<file path="config.mk">
export PLATFORM = sky130hd
export DESIGN_NAME = wb_host_master
export DESIGN_NICKNAME = d
export VERILOG_FILES = /design/src/rtl/wb_host_master.sv
export SDC_FILE = /design/constraint.sdc
export NUM_CORES = 1
export LEC_CHECK = 0
export BUFFER_PORTS_ARGS = -buffer_cell sky130_fd_sc_hd__buf_2
export CAP_MARGIN = 40
export CELL_PAD_IN_SITES_DETAIL_PLACEMENT = 1
export CELL_PAD_IN_SITES_GLOBAL_PLACEMENT = 2
export CORE_UTILIZATION = 31
export DETAILED_ROUTE_END_ITERATION = 10
export GPL_TIMING_DRIVEN = 0
export PLACE_DENSITY_LB_ADDON = 0.2
export SETUP_SLACK_MARGIN = 0.3
export SLEW_MARGIN = 40
export SYNTH_ARGS = -nofsm -noshare
export SYNTH_HDL_FRONTEND = slang
export SYNTH_SLANG_ARGS = --single-unit
</file>
<file path="constraint.sdc">
create_clock -name wb_clk_i -period 6.9 [get_ports wb_clk_i]
set_input_delay 0 -clock wb_clk_i [delete_from_list [all_inputs] [get_ports wb_clk_i]]
set_output_delay 0 -clock wb_clk_i [all_outputs]
set_load 0.005 [all_outputs]
</file>
<file path="src/rtl/wb_host_master.sv">
// -----------------------------------------------------------------------------
// wb_host_master
//
// Purpose:
//   Bridges a simple valid/ready command/response interface onto a Wishbone
//   classic single-transfer master port. One command is in flight at a time.
//   A transfer that is not acknowledged within TIMEOUT_CYCLES strobe cycles is
//   terminated by the master and reported with rsp_err=1.
//
// Parameters:
//   TIMEOUT_CYCLES  maximum number of wbm_stb_o-high cycles waiting for ack
//                   (legal range 1..65535)
//
// Ports:
//   wb_clk_i, wb_rst_i      clock (rising edge), async active-high reset
//   cmd_valid/cmd_ready     command handshake
//   cmd_we/sel/adr/dat      command write flag, byte selects, address, data
//   rsp_valid/rsp_ready     response handshake
//   rsp_dat/rsp_err         read data (0 for writes/timeouts), timeout flag
//   wbm_*_o                 Wishbone master outputs (cyc, stb, we, sel, adr, dat)
//   wbm_dat_i, wbm_ack_i    Wishbone slave read data and acknowledge
//   busy                    high whenever a command is in progress
//
// Every output comes straight from a flop or from state decode; no input
// reaches an output combinationally.
// -----------------------------------------------------------------------------
module wb_host_master #(
  parameter int unsigned TIMEOUT_CYCLES = 255
) (
  input  logic        wb_clk_i,
  input  logic        wb_rst_i,

  input  logic        cmd_valid,
  output logic        cmd_ready,
  input  logic        cmd_we,
  input  logic [3:0]  cmd_sel,
  input  logic [31:0] cmd_adr,
  input  logic [31:0] cmd_dat,

  output logic        rsp_valid,
  input  logic        rsp_ready,
  output logic [31:0] rsp_dat,
  output logic        rsp_err,

  output logic        wbm_cyc_o,
  output logic        wbm_stb_o,
  output logic        wbm_we_o,
  output logic [3:0]  wbm_sel_o,
  output logic [31:0] wbm_adr_o,
  output logic [31:0] wbm_dat_o,
  input  logic [31:0] wbm_dat_i,
  input  logic        wbm_ack_i,

  output logic        busy
);

  // The timer only has to hold 0..TIMEOUT_CYCLES-1: the transfer is closed
  // on the edge where it would otherwise move past the last value.
  localparam int unsigned TW = (TIMEOUT_CYCLES > 1) ? $clog2(TIMEOUT_CYCLES) : 1;
  localparam logic [TW-1:0] TIMER_LAST = TW'(TIMEOUT_CYCLES - 1);

  typedef enum logic [1:0] {
    IDLE = 2'd0,
    BUS  = 2'd1,
    RESP = 2'd2
  } state_t;

  state_t        state_q;
  logic [TW-1:0] timer_q;
  logic [TW-1:0] timer_d;
  logic          timeout_hit;

  logic          cmd_ready_q;
  logic          rsp_valid_q;
  logic [31:0]   rsp_dat_q;
  logic          rsp_err_q;
  logic          wbm_cyc_q;
  logic          wbm_stb_q;
  logic          wbm_we_q;
  logic [3:0]    wbm_sel_q;
  logic [31:0]   wbm_adr_q;
  logic [31:0]   wbm_dat_q;

  always_comb begin
    timer_d     = timer_q + TW'(1);
    timeout_hit = (timer_q == TIMER_LAST);
  end

  always_ff @(posedge wb_clk_i or posedge wb_rst_i) begin
    if (wb_rst_i) begin
      state_q     <= IDLE;
      timer_q     <= '0;
      cmd_ready_q <= 1'b0;
      rsp_valid_q <= 1'b0;
      rsp_dat_q   <= '0;
      rsp_err_q   <= 1'b0;
      wbm_cyc_q   <= 1'b0;
      wbm_stb_q   <= 1'b0;
      wbm_we_q    <= 1'b0;
      wbm_sel_q   <= '0;
      wbm_adr_q   <= '0;
      wbm_dat_q   <= '0;
    end else begin
      case (state_q)
        IDLE: begin
          // cmd_ready is held low through reset and rises on the first edge
          // after release, so a command is never taken while in reset.
          cmd_ready_q <= 1'b1;
          if (cmd_valid && cmd_ready_q) begin
            wbm_we_q    <= cmd_we;
            wbm_sel_q   <= cmd_sel;
            wbm_adr_q   <= cmd_adr;
            wbm_dat_q   <= cmd_dat;
            wbm_cyc_q   <= 1'b1;
            wbm_stb_q   <= 1'b1;
            timer_q     <= '0;
            cmd_ready_q <= 1'b0;
            state_q     <= BUS;
          end
        end

        BUS: begin
          // Ack is tested first so that an ack on the timeout edge wins.
          if (wbm_ack_i) begin
            rsp_dat_q   <= wbm_we_q ? 32'h0 : wbm_dat_i;
            rsp_err_q   <= 1'b0;
            rsp_valid_q <= 1'b1;
            wbm_cyc_q   <= 1'b0;
            wbm_stb_q   <= 1'b0;
            timer_q     <= '0;
            state_q     <= RESP;
          end else if (timeout_hit) begin
            rsp_dat_q   <= 32'h0;
            rsp_err_q   <= 1'b1;
            rsp_valid_q <= 1'b1;
            wbm_cyc_q   <= 1'b0;
            wbm_stb_q   <= 1'b0;
            timer_q     <= '0;
            state_q     <= RESP;
          end else begin
            timer_q <= timer_d;
          end
        end

        RESP: begin
          if (rsp_ready) begin
            rsp_valid_q <= 1'b0;
            cmd_ready_q <= 1'b1;
            state_q     <= IDLE;
          end
        end

        default: begin
          state_q     <= IDLE;
          cmd_ready_q <= 1'b0;
          rsp_valid_q <= 1'b0;
          wbm_cyc_q   <= 1'b0;
          wbm_stb_q   <= 1'b0;
          timer_q     <= '0;
        end
      endcase
    end
  end

  assign cmd_ready = cmd_ready_q;
  assign rsp_valid = rsp_valid_q;
  assign rsp_dat   = rsp_dat_q;
  assign rsp_err   = rsp_err_q;
  assign wbm_cyc_o = wbm_cyc_q;
  assign wbm_stb_o = wbm_stb_q;
  assign wbm_we_o  = wbm_we_q;
  assign wbm_sel_o = wbm_sel_q;
  assign wbm_adr_o = wbm_adr_q;
  assign wbm_dat_o = wbm_dat_q;
  assign busy      = (state_q != IDLE);

endmodule

</file>
==> summary.txt <==
Status -> finished, violations left
Violations in the final reports -> design-rule violations
Top achievable clock speed -> 0.518 GHz
Crit path launch type -> flip-flop
Final setup skew -> 0.00746 ns
Synthesized net count -> 475
Final instance area -> 7680 um^2
Crit. Startpoint -> timer_q[0]
Diode insertion count for antenna repair -> 0
Cell with the largest stage delay on the worst path -> dfrtp_1
Distinct cell type count after synthesis -> 34
Max Cap Violations -> 0
Vias in the first global route -> 4,645
Final Cycle Share -> 28.0%
Max-slew violation total from the final report -> 0
Startpoint of the lowest-slack register-to-register path -> timer_q[0]
Maximum buffer depth of the clock tree -> 2
Average cell area after synthesis -> 12.8 um^2
Die outline area -> 15,600 um^2
Smallest hold slack -> 0.0136 ns
Post-detailed-route wirelength per cell -> 17.0 um
Register-to-register setup slack -> 4.97 ns
Initial standard-cell utilization of the core -> 32.0%
Storage cell area -> 2880 um^2
Mapped Cells -> 367
Area Overhead vs Synth -> 63.7%
DRC violation count after routing -> 28
Classification of the worst-slack hold path -> in2reg
Reg clk slew, reported paths -> 0.06 ns
Post-cts sizing count -> 0
Total number of vias -> 4,226
Final number of hold-violating endpoints -> 0
TritonCTS clock tree -> built
Crit path top cell by count -> buf_2
Number of flip-flops and latches in the synthesized netlist -> 115
Critical path class -> reg2reg
Worst relative slew slack -> 65.8%
Cell at the root of the clock tree -> clkbuf_16
CORE AREA -> 14,600 um^2
Count of boundary I/O pins -> 213
Std cell rows -> 44
Worst-case vdd ir drop -> 0.234 mV
Power per unit of standard cell area -> 421 nW/um^2
H-tree depth reported by CTS -> 4
Drt first pass iters -> 7
Largest stage delay on the critical path -> 0.42 ns
Worst endpoint required time -> 7.22 ns
GRT Residual Overflow -> 0
Critical path data arrival time -> 2.25 ns
Leading area contributor after synthesis -> dfrtp_1
Hold-critical path depth -> 3
CTS Sinks -> 115
Routability congestion estimate from global placement -> 0.715
Input/output buffers -> 212
Overall routed net length -> 15,300 um
Unrepaired setup endpoints after global routing -> no
Drt first-iter violations -> 166
Final critical-path required period -> 1.93 ns
Clock latency reported for the late side of the worst-skew pair -> 0.42 ns
Leakage power -> 3.66 nW
Die Height -> 125 um
Area of combinational cells with multiple inputs -> 1650 um^2
DP Wirelength -> 10,200 um
Yosys top cell area share -> 61.4%
Met3 Wirelength -> 782 um
Post-Route M1 WL -> 6280 um
Number of nets in the layout -> 811
Top routing layer in use -> met4
Cells traversed along the worst timing path -> inv_1, ha_1, and3_1, a21oi_2, buf_2, buf_2, o21ai_0, o31ai_1
Combined area of all synthesized cells -> 4690 um^2
Detailed route wirelength on metal2 -> 7980 um
Number of antenna violations at the first check in global routing -> 0
All-layer global routing usage -> 20.5%
Detailed-route vias per instance -> 4.70
Area contributors post-synth -> dfrtp_1 (61%), mux2_2 (17%), o31ai_1 (5.1%)
CP bufs+invs -> 3
Delay-heaviest family, CP -> buffers and inverters
First-pass GRT wire length -> 24,700 um
Endpoint of the worst register-to-register path -> rsp_dat[0]
Sequential element share of the synthesized area -> 61.4%
Yosys warning total -> 0
WHS Endpoint -> wbm_stb_o
Hold_sp -> cmd_valid
Setup TNS after final layout -> 0 ns
Clock buffers created by TritonCTS -> 17
Depth of the worst register-to-register path -> 8
Die extent in x -> 125 um
Total setup violations reported at the end of the flow -> 0
Antenna violation net count after detailed routing -> 0
CP Capture Type -> flip-flop
Pin count of the biggest net entering global routing -> 75
Post-detailed-placement cell area -> 6020 um^2
Fill cell instance count of the final layout -> 1,605
CP max FO -> 10
Fraction of layout cells with a size suffix above 1 -> 47.3%
Pin slew with the least headroom to its limit -> 0.513 ns
==> sequential cells by signal, summed over array words and instances, names as in the netlist, 2 cells and up <==
name       cells
rsp_dat       32
wbm_adr_o     32
wbm_dat_o     32
timer_q        8
wbm_sel_o      4
state_q        2
==> cell families (layout without fill, tap and decap cells) <==
family                   Yosys count  count (layout)  synth area share (%)
AND/OR/NAND/NOR                   57              57                  5.87
flip-flops                       115             115                  61.4
AO/OA/AOI/OAI                     91              91                  12.2
multiplexers                      69              69                  16.6
buffers and inverters             33             382                  3.44
adder cells (fa/ha/maj)            2               2                 0.534
==> area by class of cell <==
cell class | count | area share (%)
clock inverter | 12 | 2.02
inverter | 6 | 0.391
multi-input combinational | 219 | 21.5
sequential | 115 | 37.5
timing repair buffer | 317 | 27.7
tap | 184 | 3.00
buffer | 27 | 1.81
clock buffer | 20 | 6.08
==> tightest hold or removal path, delay by kind of cell <==
| family | cells | cell delay (ns) |
|---|---|---|
| and+or+nand+nor | 1 | 0.17 |
| AOI/OAI and AO/OA | 1 | 0.11 |
| buffers and inverters | 1 | 0.09 |
==> metrics by stage <==
step                power, mW  util, %  setup WS, ns  cells
floorplan                1.74        -          3.86    367
global placement         2.23     40.8          2.39    763
detailed placement       2.29     41.1          4.95    764
CTS                      3.26     52.4          4.94    900
global route             3.43     52.4          4.77    900
finish                   3.23     52.4          4.97    900
==> metal layers <==
layer	GRT usage, %	vias up
li1	-	1978
met1	23.9	2101
met2	35.9	124
met3	5.13	23
met4	8.75	0
met5	0	-
==> placed cells by master (no fill, tap or decap), drive strengths merged <==
master	count
a211o	1
a21o	1
o21ai	44
buf	232
and3	3
or2	1
or3	2
nor2	4
nand2b	5
nor2b	1
and4	1
nand4	1
nand3b	1
mux2	69
a41oi	1
nor4b	1
clkbuf	28
ha	2
o22a	1
dlygate4sd3	104
clkinv	4
a211oi	1
clkinvlp	5
nand2	35
bufinv	3
o22ai	1
inv	6
a21oi	6
o31ai	32
dfrtp	115
nand3	2
a31oi	3
==> report_power, final <==
group	switching (mW)	leakage, nW	internal, mW
logic	0.548	1.94	0.605
registers	0.170	1.43	1.00
clock network	0.316	0.290	0.595
total	1.03	3.66	2.20
==> worst max path at each step <==
| stage | cells after the start | to | slack [ns] |
|---|---|---|---|
| after CTS | 7 | rsp_dat[15] | 4.94 |
| after global placement | 2 | rsp_dat[7] | 2.39 |
| after floorplan | 1 | cmd_ready | 3.86 |
| final | 8 | rsp_dat[0] | 4.97 |
| after detailed placement | 8 | rsp_dat[0] | 4.95 |
| after global routing | 8 | rsp_dat[0] | 4.77 |
==> timing repair <==
item                       4_1_cts  5_1_grt
setup buffers                    0        0
hold buffers                   104        0
hold endpoints to repair       222        0
setup endpoints to repair        0        0
==> cell usage after synthesis, drive strengths merged <==
| cell type | n |
|---|---|
| nand3b | 1 |
| and3 | 3 |
| mux2 | 69 |
| buf | 19 |
| nand2b | 5 |
| dfrtp | 115 |
| or2 | 1 |
| nand2 | 35 |
| nor2b | 1 |
| nor4b | 1 |
| nor2 | 4 |
| nand3 | 2 |
| o31ai | 32 |
| o22a | 1 |
| inv | 6 |
| a21oi | 6 |
| o22ai | 1 |
| and4 | 1 |
| a211o | 1 |
| a211oi | 1 |
| or3 | 2 |
| a21o | 1 |
| nand4 | 1 |
| clkbuf | 8 |
| o21ai | 44 |
| ha | 2 |
| a31oi | 3 |
| a41oi | 1 |
Power figures use the tool's default switching activity.
